$ cat src/rtl/m2b_kron_d2.sv
// Second-order multiplicative-to-Boolean mask conversion: peels m2, m1, a off in
// three registered stages, refreshing shares with fresh randomness after every product.
module m2b_kron_d2 #(
  parameter logic [7:0] POLY = 8'h1B
) (
  input  logic        clk,
  input  logic        rst,
  input  logic        in_valid,
  output logic        in_ready,
  input  logic [23:0] mul_inp,
  input  logic [2:0]  delta_inp,
  input  logic [47:0] rnd,
  output logic        out_valid,
  input  logic        out_ready,
  output logic [23:0] bool_out,
  output logic        err_mask
);

  function automatic logic [7:0] gf_mul(input logic [7:0] x, input logic [7:0] y);
    logic [14:0] p;
    p = 15'h0000;
    for (int i = 0; i < 8; i++) begin
      p = p ^ (y[i] ? (15'(x) << i) : 15'h0000);
    end
    for (int i = 14; i >= 8; i--) begin
      p = p ^ (p[i] ? (15'({1'b1, POLY}) << (i - 8)) : 15'h0000);
    end
    return p[7:0];
  endfunction

  logic [7:0] w_a_in, w_m1_in, w_m2_in;
  logic [7:0] w_r0, w_r1, w_r2, w_r3, w_r4, w_r5;
  logic       w_stall, w_accept;
  logic [7:0] w_p2_0, w_p2_1, w_p2_2;
  logic [7:0] w_p3_0, w_p3_1, w_p3_2;

  logic       r_v1, r_v2, r_v3;
  logic [7:0] r_b0, r_b1, r_b2, r_a1, r_m1;
  logic [2:0] r_d1;
  logic [7:0] r_c0, r_c1, r_c2, r_a2;
  logic [2:0] r_d2;
  logic [7:0] r_s0, r_s1, r_s2;
  logic       r_err;

  assign w_a_in  = mul_inp[23:16];
  assign w_m1_in = mul_inp[15:8];
  assign w_m2_in = mul_inp[7:0];
  assign w_r0    = rnd[7:0];
  assign w_r1    = rnd[15:8];
  assign w_r2    = rnd[23:16];
  assign w_r3    = rnd[31:24];
  assign w_r4    = rnd[39:32];
  assign w_r5    = rnd[47:40];

  assign w_stall  = r_v3 & ~out_ready;
  assign w_accept = in_valid & ~w_stall;

  // Each product is formed from a single share index; shares only meet after fresh masks.
  assign w_p2_0 = gf_mul(r_b0, r_m1);
  assign w_p2_1 = gf_mul(r_b1, r_m1);
  assign w_p2_2 = gf_mul(r_b2, r_m1);
  assign w_p3_0 = gf_mul(r_c0, r_a2);
  assign w_p3_1 = gf_mul(r_c1, r_a2);
  assign w_p3_2 = gf_mul(r_c2, r_a2);

  // Stage 1: split m2 into three Boolean shares, capture a, m1 and delta.
  always_ff @(posedge clk or posedge rst) begin
    if (rst) begin
      r_v1 <= 1'b0;
      r_b0 <= 8'h00;
      r_b1 <= 8'h00;
      r_b2 <= 8'h00;
      r_a1 <= 8'h00;
      r_m1 <= 8'h00;
      r_d1 <= 3'b000;
    end else if (!w_stall) begin
      r_v1 <= w_accept;
      r_b0 <= w_m2_in ^ w_r0 ^ w_r1;
      r_b1 <= w_r0;
      r_b2 <= w_r1;
      r_a1 <= w_a_in;
      r_m1 <= w_m1_in;
      r_d1 <= delta_inp;
    end
  end

  // Stage 2: multiply each share by m1 and remask.
  always_ff @(posedge clk or posedge rst) begin
    if (rst) begin
      r_v2 <= 1'b0;
      r_c0 <= 8'h00;
      r_c1 <= 8'h00;
      r_c2 <= 8'h00;
      r_a2 <= 8'h00;
      r_d2 <= 3'b000;
    end else if (!w_stall) begin
      r_v2 <= r_v1;
      r_c0 <= w_p2_0 ^ w_r2 ^ w_r3;
      r_c1 <= w_p2_1 ^ w_r2;
      r_c2 <= w_p2_2 ^ w_r3;
      r_a2 <= r_a1;
      r_d2 <= r_d1;
    end
  end

  // Stage 3: multiply by a, remask, and fold in the Kronecker delta shares bitwise.
  always_ff @(posedge clk or posedge rst) begin
    if (rst) begin
      r_v3 <= 1'b0;
      r_s0 <= 8'h00;
      r_s1 <= 8'h00;
      r_s2 <= 8'h00;
    end else if (!w_stall) begin
      r_v3 <= r_v2;
      r_s0 <= w_p3_0 ^ w_r4 ^ w_r5 ^ {7'b0000000, r_d2[0]};
      r_s1 <= w_p3_1 ^ w_r4 ^ {7'b0000000, r_d2[1]};
      r_s2 <= w_p3_2 ^ w_r5 ^ {7'b0000000, r_d2[2]};
    end
  end

  // Sticky flag: a zero mask makes the multiplicative sharing meaningless.
  always_ff @(posedge clk or posedge rst) begin
    if (rst) begin
      r_err <= 1'b0;
    end else if (w_accept && ((w_m1_in == 8'h00) || (w_m2_in == 8'h00))) begin
      r_err <= 1'b1;
    end
  end

  assign in_ready  = ~w_stall;
  assign out_valid = r_v3;
  assign bool_out  = {r_s2, r_s1, r_s0};
  assign err_mask  = r_err;

endmodule
$ cat config.mk
export PLATFORM = sky130hd
export DESIGN_NAME = m2b_kron_d2
export DESIGN_NICKNAME = d
export VERILOG_FILES = /design/src/rtl/m2b_kron_d2.sv
export SDC_FILE = /design/constraint.sdc
export NUM_CORES = 1
export LEC_CHECK = 0
export CORE_MARGIN = 4
export CORE_UTILIZATION = 30
export DETAILED_ROUTE_END_ITERATION = 6
export PLACE_DENSITY = 0.46
export SYNTH_ARGS = -nofsm -noshare
export SYNTH_HDL_FRONTEND = slang
export SYNTH_SLANG_ARGS = --single-unit
$ cat constraint.sdc
create_clock -name clk -period 6 [get_ports clk]
set_input_delay 1.8 -clock clk [delete_from_list [all_inputs] [get_ports clk]]
set_output_delay 1.8 -clock clk [all_outputs]
set_load 0.1 [all_outputs]
==> impl_metrics.env <==
export IMPL_synth_commonest_cells="nand2_1 (536), xnor2_1 (337), xor2_1 (114)"
export IMPL_initial_core_util=0.305
export IMPL_final_max_slew_viol_count=0
export IMPL_synth_edf_count=0
export IMPL_grt_first_pass_wirelength_mm=49.0
export IMPL_maxCapViolCount=0
export IMPL_antenna_diode_count=0
export IMPL_yosys_area_share_simple=0.210
export IMPL_rsz0062_at_grt="no"
export IMPL_fin_crit_sh=0.778
export IMPL_tightestPinTransition_ps=1030
export IMPL_ys_warn_count=0
export IMPL_drtIter0Drc=386
export IMPL_vias_per_cell=4.48
export IMPL_async_reset_ff_frac=1.00
export IMPL_insertion_delay_ps=380
export IMPL_gp_congestion=0.817
export IMPL_drt_pre_antenna_iters=4
export IMPL_path_cells="clkdlybuf4s50_1, nor2b_4, clkinv_2, buf_12"
export IMPL_post_drt_wl_per_cell_microns=16.2
export IMPL_status="complete, no violations"
export IMPL_ys_seq_elements=106
export IMPL_synth_nets=1493
export IMPL_worst_path_max_delay_cell="clkdlybuf4s50_1"
export IMPL_synthFlopType="dfrtp_1"
export IMPL_cts_buffer_depth=2
export IMPL_coreArea_sq_um=35700
export IMPL_dp_hpwl_mm=21.9
export IMPL_synth_compound_area_frac=0.0460
export IMPL_avgSynthCellArea_sq_um=7.70
export IMPL_dieArea_sq_um=39400
export IMPL_crit_fanout=18
export IMPL_grt_usage=0.159
export IMPL_synthAdderAreaFrac=0
export IMPL_drive_gt1_frac=0.0447
export IMPL_finClkSkew_ps=10.6
export IMPL_period_minus_slack_ps=4670
export IMPL_numPortBuffers=105
export IMPL_num_io_pins=106
export IMPL_crit_required_ps=4200
export IMPL_yosysSeqAreaShare=0.244
export IMPL_cts_hold_buf=0
export IMPL_fmax_ghz=0.214
export IMPL_fin_setup_tns_ps=0
export IMPL_synth_top_area_frac=0.271
export IMPL_vias=8474
export IMPL_synth_most_common_cell="nand2_1"
export IMPL_synth_top_area_cell="xnor2_1"
export IMPL_cts_resized=0
export IMPL_cp_data_arrival_time_ps=2870
export IMPL_final_nets=1506
export IMPL_grt_max_degree=105
export IMPL_die_height_microns=198
export IMPL_num_rows=69
export IMPL_syn_area_sq_um=10900
export IMPL_synth_area_leaders="xnor2_1 (27%), dfrtp_1 (24%), nand2_1 (18%)"
export IMPL_hp_class="flip-flop to flip-flop"
export IMPL_synth_xor_xnor_area_share=0.434
export IMPL_cp_end_kind="primary output"
export IMPL_ant_nets=0
export IMPL_setup_viol=0
export IMPL_synth_top_family_by_area="XOR/XNOR gates"
export IMPL_synth_cells=1414
export IMPL_max_stage_delay_ps=440
export IMPL_synthMuxAreaShare=0.0151
export IMPL_cts_tree="yes"
export IMPL_critPathLaunchType="primary input"
export IMPL_gr_total_overflow=0
export IMPL_drt_wl_total_mm=30.7
export IMPL_cts_max_level=3
export IMPL_slew_headroom=0.314
export IMPL_die_w_microns=198
export IMPL_hold_viol=0
export IMPL_drc_errors=0
export IMPL_syn2layout_area_growth_pct=14.4
export IMPL_cts_setup_buffers=0
export IMPL_clk_pin_slew_worst_paths_ps=70
export IMPL_antenna_found_initial=0
export IMPL_numCtsBuffers=9
export IMPL_cts_sinks=106
export IMPL_root_buffer="clkbuf_16"
export IMPL_worst_setup_path_type="primary input to primary output"
export IMPL_synth_cell_type_count=37
export IMPL_grt_pass1_vias=8490
[sequential cells by signal, summed over array words and instances (netlist names)]
signal / cells
r_c1: 8
r_b1: 8
out_valid: 1
r_v2: 1
r_v1: 1
err_mask: 1
r_a2: 8
r_c0: 8
r_a1: 8
r_s2: 8
r_d2: 3
r_s1: 8
r_d1: 3
r_m1: 8
r_s0: 8
r_c2: 8
r_b0: 8
r_b2: 8
[routing by layer]
metal  vias to the layer above  track usage  part of all wire
met2                       115        0.281              0.50
li1                       4334            -                 -
met3                        18       0.0224             0.030
met4                         0       0.0347             0.013
met5                         -            0                 0
met1                      4007        0.208              0.45
[critical path, delay by kind of cell]
kind | cells | cell delay, ps
buffers and inverters | 3 | 920
AND/OR/NAND/NOR | 1 | 140
[layout by cell type, fill, tap and decap left out, drive strengths merged]
master and instances:
clkinvlp 1, nor2 31, a21o 1, dfrtp 106, nor2b 6, bufinv 2
xnor2 342, nand2 537, o22ai 3, nor4 4, o21ai 40, a21oi 30
nand3 2, o221ai 2, a31o 1, a31oi 2, clkbuf 9, xor3 1
mux2i 4, buf 21, a22oi 7, clkinv 3, clkdlybuf4s50 104, a32oi 3
inv 4, xor2 115, xnor3 28, nor3b 2, nand2b 9, mux2 11
[worst paths after layout]
kind	depth (start not counted)	slack (ps)	start	end
setup reg to reg	8	2780	r_a2[7]$_DFFE_PP0N_	r_s0[4]$_DFFE_PP0N_
hold reg to reg	2	470	r_v2$_DFFE_PP0N_	r_v2$_DFFE_PP0N_
hold / removal	2	470	r_v2$_DFFE_PP0N_	r_v2$_DFFE_PP0N_
setup / recovery	4	1330	out_ready	in_ready
max in group asynchronous	3	3180	rst	r_b0[6]$_DFFE_PP0N_
min in group asynchronous	2	1940	rst	r_s0[5]$_DFFE_PP0N_
[area by class of cell]
cell class	instances	area, sq um
Fill cell	3836	23200
Multi-Input combinational cell	1181	7670
Sequential cell	106	2650
Timing Repair Buffer	125	1210
Tap cell	461	577
Clock buffer	9	225
Clock inverter	6	90.1
Inverter	4	18.8
[cells by family after synthesis]
group,Yosys count
xor gates and xnor gates,486
and+or+nand+nor,591
muxes,15
buffers and inverters,127
DFF,106
AOI/OAI and AO/OA,89
[stage by stage]
stage,worst slack [ps],cell area [sq um],utilization,std cells,hold WS (ps)
after global placement,1320,12100,0.340,1877,445
final,1330,12400,0.349,1892,466
after CTS,1330,12400,0.349,1892,472
after detailed placement,1320,12100,0.340,1877,454
after floorplan,831,10900,-,1414,430
after global routing,1270,12400,0.349,1892,499
Power is not shown: default switching activity piles up to over one toggle a cycle in this logic, so the estimate is an artifact.
